### config.mk
export PLATFORM = sky130hd
export DESIGN_NAME = pwm_peripheral
export DESIGN_NICKNAME = d
export VERILOG_FILES = /design/src/rtl/pwm_peripheral.sv
export SDC_FILE = /design/constraint.sdc
export NUM_CORES = 1
export LEC_CHECK = 0
export CAP_MARGIN = 15
export CORE_ASPECT_RATIO = 1.1
export CORE_MARGIN = 1.5
export CORE_UTILIZATION = 40
export DETAILED_ROUTE_END_ITERATION = 8
export PLACE_DENSITY = 0.6
export SLEW_MARGIN = 10
export SYNTH_ARGS = -nofsm -noshare
export SYNTH_HDL_FRONTEND = slang
export SYNTH_SLANG_ARGS = --single-unit
### constraint.sdc
create_clock -name clk -period 3.2 [get_ports clk]
set_input_delay 0.64 -clock clk [delete_from_list [all_inputs] [get_ports clk]]
set_output_delay 0.64 -clock clk [all_outputs]
set_load 0.01 [all_outputs]
### src/rtl/pwm_peripheral.sv
// pwm_peripheral: 16-channel register-mapped PWM generator fed by the SPI
// receive stage.
//
// Parameters
//   PRESCALE : clk cycles per PWM counter step (>= 1)
//   MAX_ADDR : highest register address that is accepted
//
// Ports
//   clk         : system clock, rising edge
//   rst         : synchronous reset, active-high
//   wr_valid    : one-cycle write strobe
//   wr_addr     : register address (valid with wr_valid)
//   wr_data     : register data (valid with wr_valid)
//   wr_err      : one-cycle pulse after a write above MAX_ADDR
//   period_tick : one-cycle pulse when the PWM counter wraps to 0
//   pwm_out     : registered channel pins
//
// Register map
//   0x00 en_out[7:0]   0x01 en_out[15:8]
//   0x02 en_pwm[7:0]   0x03 en_pwm[15:8]
//   0x04 duty_pending  (copied to duty_active at each period boundary)
module pwm_peripheral #(
  parameter int unsigned PRESCALE = 3000,
  parameter int unsigned MAX_ADDR = 4
) (
  input  logic        clk,
  input  logic        rst,
  input  logic        wr_valid,
  input  logic [6:0]  wr_addr,
  input  logic [7:0]  wr_data,
  output logic        wr_err,
  output logic        period_tick,
  output logic [15:0] pwm_out
);

  localparam int unsigned CH_N    = 16;
  localparam int unsigned DATA_W  = 8;
  localparam int unsigned ADDR_W  = 7;
  localparam int unsigned PRESC_W = (PRESCALE > 1) ? $clog2(PRESCALE) : 1;

  localparam logic [PRESC_W-1:0] PRESC_LAST = PRESC_W'(PRESCALE - 1);
  localparam logic [DATA_W-1:0]  CNT_LAST   = DATA_W'(255);
  localparam logic [DATA_W-1:0]  DUTY_FULL  = DATA_W'(255);

  localparam logic [ADDR_W-1:0] ADDR_EN_OUT_LO = ADDR_W'(0);
  localparam logic [ADDR_W-1:0] ADDR_EN_OUT_HI = ADDR_W'(1);
  localparam logic [ADDR_W-1:0] ADDR_EN_PWM_LO = ADDR_W'(2);
  localparam logic [ADDR_W-1:0] ADDR_EN_PWM_HI = ADDR_W'(3);
  localparam logic [ADDR_W-1:0] ADDR_DUTY      = ADDR_W'(4);

  logic [PRESC_W-1:0] presc;
  logic [DATA_W-1:0]  cnt;
  logic [CH_N-1:0]    en_out;
  logic [CH_N-1:0]    en_pwm;
  logic [DATA_W-1:0]  duty_pending;
  logic [DATA_W-1:0]  duty_active;

  logic              addr_ok_c;
  logic              wr_ok_c;
  logic              wr_en_out_lo_c;
  logic              wr_en_out_hi_c;
  logic              wr_en_pwm_lo_c;
  logic              wr_en_pwm_hi_c;
  logic              wr_duty_c;
  logic              presc_wrap_c;
  logic              boundary_c;
  logic              pwm_hi_c;
  logic [CH_N-1:0]   level_c;

  // Write decode; addresses in range but without a register are accepted as no-ops.
  always_comb begin
    addr_ok_c      = (32'(wr_addr) <= MAX_ADDR);
    wr_ok_c        = wr_valid && addr_ok_c;
    wr_en_out_lo_c = 1'b0;
    wr_en_out_hi_c = 1'b0;
    wr_en_pwm_lo_c = 1'b0;
    wr_en_pwm_hi_c = 1'b0;
    wr_duty_c      = 1'b0;
    if (wr_ok_c) begin
      wr_en_out_lo_c = (wr_addr == ADDR_EN_OUT_LO);
      wr_en_out_hi_c = (wr_addr == ADDR_EN_OUT_HI);
      wr_en_pwm_lo_c = (wr_addr == ADDR_EN_PWM_LO);
      wr_en_pwm_hi_c = (wr_addr == ADDR_EN_PWM_HI);
      wr_duty_c      = (wr_addr == ADDR_DUTY);
    end
  end

  // Period timing: the boundary is the last prescaler step of count 255.
  always_comb begin
    presc_wrap_c = (presc == PRESC_LAST);
    boundary_c   = presc_wrap_c && (cnt == CNT_LAST);
  end

  // Channel level from the current count; full duty is forced high so that
  // 0xFF has no low step at cnt==255.
  always_comb begin
    pwm_hi_c = (duty_active == DUTY_FULL) || (cnt < duty_active);
    level_c  = en_out & (~en_pwm | {CH_N{pwm_hi_c}});
  end

  // Prescaler and PWM counter.
  always_ff @(posedge clk) begin
    if (rst) begin
      presc <= '0;
      cnt   <= '0;
    end else begin
      if (presc_wrap_c) begin
        presc <= '0;
        cnt   <= cnt + DATA_W'(1);
      end else begin
        presc <= presc + PRESC_W'(1);
      end
    end
  end

  // Enable registers.
  always_ff @(posedge clk) begin
    if (rst) begin
      en_out <= '0;
      en_pwm <= '0;
    end else begin
      if (wr_en_out_lo_c) en_out[7:0]  <= wr_data;
      if (wr_en_out_hi_c) en_out[15:8] <= wr_data;
      if (wr_en_pwm_lo_c) en_pwm[7:0]  <= wr_data;
      if (wr_en_pwm_hi_c) en_pwm[15:8] <= wr_data;
    end
  end

  // Duty staging; a duty write landing on the boundary goes straight to active.
  always_ff @(posedge clk) begin
    if (rst) begin
      duty_pending <= '0;
      duty_active  <= '0;
    end else begin
      if (wr_duty_c) duty_pending <= wr_data;
      if (boundary_c) duty_active <= wr_duty_c ? wr_data : duty_pending;
    end
  end

  // Registered outputs.
  always_ff @(posedge clk) begin
    if (rst) begin
      pwm_out     <= '0;
      wr_err      <= 1'b0;
      period_tick <= 1'b0;
    end else begin
      pwm_out     <= level_c;
      wr_err      <= wr_valid && !addr_ok_c;
      period_tick <= boundary_c;
    end
  end

endmodule

[Word-level counts from Yosys, hierarchy flattened]
Cells that the tools add are included.
Word-level totals
  register bits after elaboration: 86
  input bits: 18
  output and inout bits: 18
  logic and storage cells: 38
Cells by class
  add/sub/neg operators: 2
  $lt $le $gt $ge: 2
  eq/ne operators: 7
  muxes and demuxes: 6
  bitwise gates (word level): 3
  reductions and logical operators: 7
Operator list (count)
  bitwise AND 16 bit: 1
  == test 8 bit, second input constant: 2
  inverter 16 bit: 1
  bitwise OR 16 bit: 1
  == test 7 x 2 -> 1 bit, second input constant: 2
  adder 12 x 1 -> 12 bit, second input constant: 1
  == test 12 bit, second input constant: 1
  adder 8 x 1 -> 8 bit, second input constant: 1
  < comparator 8 bit: 1
  2-to-1 mux 8 bit: 1
  == test 7 x 1 -> 1 bit, second input constant: 1
  == test 7 x 3 -> 1 bit, second input constant: 1
  <= comparator 7 x 3 -> 1 bit, second input constant: 1
  zero test 7 bit: 1
  2-to-1 mux 1 bit: 5
  logical AND 1 bit: 3
  OR reduction 2 bit: 1
  zero test 1 bit: 1
  logical OR 1 bit: 1

[Depth between registers and ports, before layout]
  depth in word-level cells: 4
  gate-level depth with buffers: 7
  mapped depth without buffers: 6

[Worst setup path after synthesis]
OpenSTA, ideal clock, no wires.
  kind: input -> register
  start: input port wr_addr[3]
  end: register duty_active[0]
  setup time: 0.138 ns
  arrival time: 1.668 ns
  required time: 3.062 ns
  slack: 1.395 ns
  stages on the path: 4
  buffers on the path: 0
  cells stage by stage: nor4_4 -> nand4_2 -> mux2i_1 -> o22ai_1
On the way
  word-level cells in the longest chain between the ends: 4
  elaborated cells on any way between the ends: 5
  classes of those cells: order compare (1); eq/ne (1); mux (2); reduce/logical (1)
RTL lines
  from (decl): RTL line 29  | input logic [6:0] wr_addr,
  <= comparator 7 x 3 -> 1 bit: RTL line 72  | addr_ok_c = (32'(wr_addr) <= MAX_ADDR);
  logical AND 1 bit: RTL line 73  | wr_ok_c = wr_valid && addr_ok_c;
  2-to-1 mux 1 bit *: RTL line 79  | if (wr_ok_c) begin
  2-to-1 mux 8 bit *
  to (signal assigned): RTL line 136  | if (boundary_c) duty_active <= wr_duty_c ? wr_data : duty_pending;
  to (decl): RTL line 56  | logic [DATA_W-1:0] duty_active;
Every way passes the cells marked *; elsewhere a longest branch is shown, timed or not.
A chain may end at the register's enable or synchronous reset.

[Worst setup path after layout]
  start: input port wr_addr[3]
  end: register duty_active[1]
The elaborated chain is that of the path after synthesis.

==> metrics <==
status finished clean; number of DRC markers in iteration 0 100; synth warn 0; Pleak 1.70 nW; P&R area growth vs syn 19.5%; Arr. time, crit path 2370 ps; first-pass GRT wire length 11400 um; Synth top cells by count dfxtp_1 (86), nor2_1 (58), mux2i_1 (41), a21oi_1 (24), nand2b_1 (24); Max IR drop VDD 198 uV; Post-CTS Setup Bufs 0; antenna cell count 0; # fillers between 700 and 800; cts hold-fix bufs 0; GR peak layer met2; post-synthesis xor/xnor area fraction under 10%; crit path launch wr_addr[3]; vias in the first global route 2456; DR pass1 iterations 4; Antenna Nets Post-Route 0; adder-cell share of the synthesized area 3.29%; post-synth top area share 50.3%; Sequential Power Share 57.1%; DIE HEIGHT between 100 and 150 um; synthesized netlist cell count 344; syn_nets 371; met3 usage 3.79%; HP Class register to register; syn_area_per_cell ~10 sq um; Nets just over 400; layout cells sized above 1 under 10%; sw frac 21.7%; Max clock buf depth 2; RR Startpoint presc[0]; Net Sw Power between 0.0004 and 0.0005 W; CTS resizes 0; Setup-failing EPs final 0; r2r setup slk 1140 ps; Most used DFF post-synth dfxtp_1; Crit. End Element register; minimum clock period 2170 ps; largest net degree at the start of global routing 40; Synth async-reset ratio 0%; Slew headroom 55.3%; PortBufs 35; clk_skew 9.96 ps; gr ovfl total 0; routed len/inst 12.9 um; Critical Path RT 3400 ps; Max-Cap Viols 0; setup TNS 0 ps; Final Slew Violations 0; starting density of the core 40.9%; largest family of logic cells by synthesized area simple AND/OR/NAND/NOR gates; CTS buffer count 9; multiplexer area fraction after synthesis 12.0%; Crit Path Category input pin to register; top cells by area, synth dfxtp_1 (50%), mux2i_1 (12%), nor2_1 (6.4%); R2R depth 5; pwr dens 461 nW/um^2; P_int 0.00148 W; sequential area share after synthesis slightly above 50%; met1 usage 20.0%; Mapped Area 3420 sq um; post-synthesis compound-gate area fraction about 8%; vias per cell 4.95; Slew @ Worst Pin roughly 670 ps; CTS sink count 86; clock share of power 39.3%; TritonCTS clock tree built; # DRC 0; Row Count 35; Final Hold Vio Count 0; Final Cell Area 4090 sq um; chip width between 90 and 100 um; # IOs 36; drt total wl ~6400 um; gr usage total roughly 16%; met2 Use GR about a quarter; RD Place Congestion ~0.76; Crit Path Max Fanout 8; CP endpoint duty_active[1]; simple-gate share of the synthesized area 20.4%; clk slew on worst S/H paths around 80 ps; Clk Latency, worst-skew pair 350 ps; placed inst area 3890 sq um; Logic pwr share 3.7%; Post-DP HPWL roughly 4400 um; die area between 9000 and 10000 sq um; post-synth top area cell dfxtp_1; unrepaired setup endpoints after global routing false; cell with the most instances after synthesis dfxtp_1; Clock Root Buffer clkbuf_8; via count 2456; htree depth 3; period utilization 67.7%; EDFF count, synth 0; initial antenna violation count 0; Yosys cell types 36; CP Launch Type input pin; Max Freq around 460 MHz; Core Area between 8000 and 9000 sq um; reg2reg end duty_active[3]; Yosys reg bits 86
[layout make-up]
cell class	count	area (sq um)	share of cell area (%)
Clock buffer	13	179	4.37
Inverter	11	41.3	1.01
Multi-Input combinational cell	231	1600	39.0
Timing Repair Buffer	41	390	9.54
Clock inverter	3	26.3	0.642
Tap cell	111	139	3.39
Sequential cell	86	1720	42.1
[critical path: stages]
cell             delay, ps
clkdlybuf4s50_1        440
nor4_4                 430
nand4_2                390
mux2i_1                330
o22ai_1                130
[layout by cell type, fill, tap and decap left out, types with 9 or more instances in the layout]
| cell | count |
|---|---|
| inv_1 | 11 |
| clkbuf_8 | 13 |
| ha_1 | 9 |
| clkdlybuf4s50_1 | 34 |
| dfxtp_1 | 86 |
| nand2b_1 | 24 |
| a21oi_1 | 24 |
| xor2_1 | 9 |
| mux2i_1 | 41 |
| nor2_1 | 58 |
[routing by layer]
layer / wire length, um / vias up
met5: 0 / -
met4: 70 / 0
met3: 154 / 6
met2: 2910 / 30
met1: 3280 / 1148
li1: - / 1272
[per-stage QoR]
| stage | utilization [%] | cells | hold slack, ps | setup slack [ps] | power, W |
|---|---|---|---|---|---|
| after CTS | 48.9 | 496 | 431 | 1050 | 0.00192 |
| after floorplan | - | 344 | 403 | 1390 | 0.00113 |
| after global placement | 46.5 | 480 | 414 | 714 | 0.00117 |
| final | 48.9 | 496 | 431 | 1030 | 0.00189 |
| after global routing | 48.9 | 496 | 444 | 939 | 0.00197 |
| after detailed placement | 46.5 | 480 | 417 | 690 | 0.00117 |
[cell families after synthesis]
kind of cell	count (synthesis)
muxes	41
DFF	86
AOI/OAI and AO/OA	45
buffers and inverters	27
and+or+nand+nor	125
adders and majority gates	9
xor gates and xnor gates	11
[registers in the layout, indices dropped and copies added, names as in the netlist]
signal and cells:
cnt 8, duty_active 8, duty_pending 8, en_out 16, en_pwm 16, period_tick 1
presc 12, pwm_out 16, wr_err 1
[worst min path at each step]
stage                        endpoint  cells after the start       start
after floorplan           pwm_out[10]                      1  en_pwm[10]
after global placement     pwm_out[0]                      1   en_pwm[0]
after detailed placement  pwm_out[11]                      1  en_pwm[11]
after CTS                  pwm_out[2]                      1   en_pwm[2]
after global routing      pwm_out[10]                      1  en_pwm[10]
final                      pwm_out[7]                      1   en_pwm[7]
[power groups by stage]
stage | combinational (W) | clock (W) | sequential [W]
6_report | 0.0000699 | 0.000741 | 0.00108
5_1_grt | 0.0000766 | 0.000819 | 0.00108
4_1_cts | 0.0000711 | 0.000770 | 0.00108
3_5_place_dp | 0.0000707 | 0 | 0.00110
3_3_place_gp | 0.0000705 | 0 | 0.00110
2_1_floorplan | 0.0000302 | 0 | 0.00110
Power figures use the tool's default switching activity.
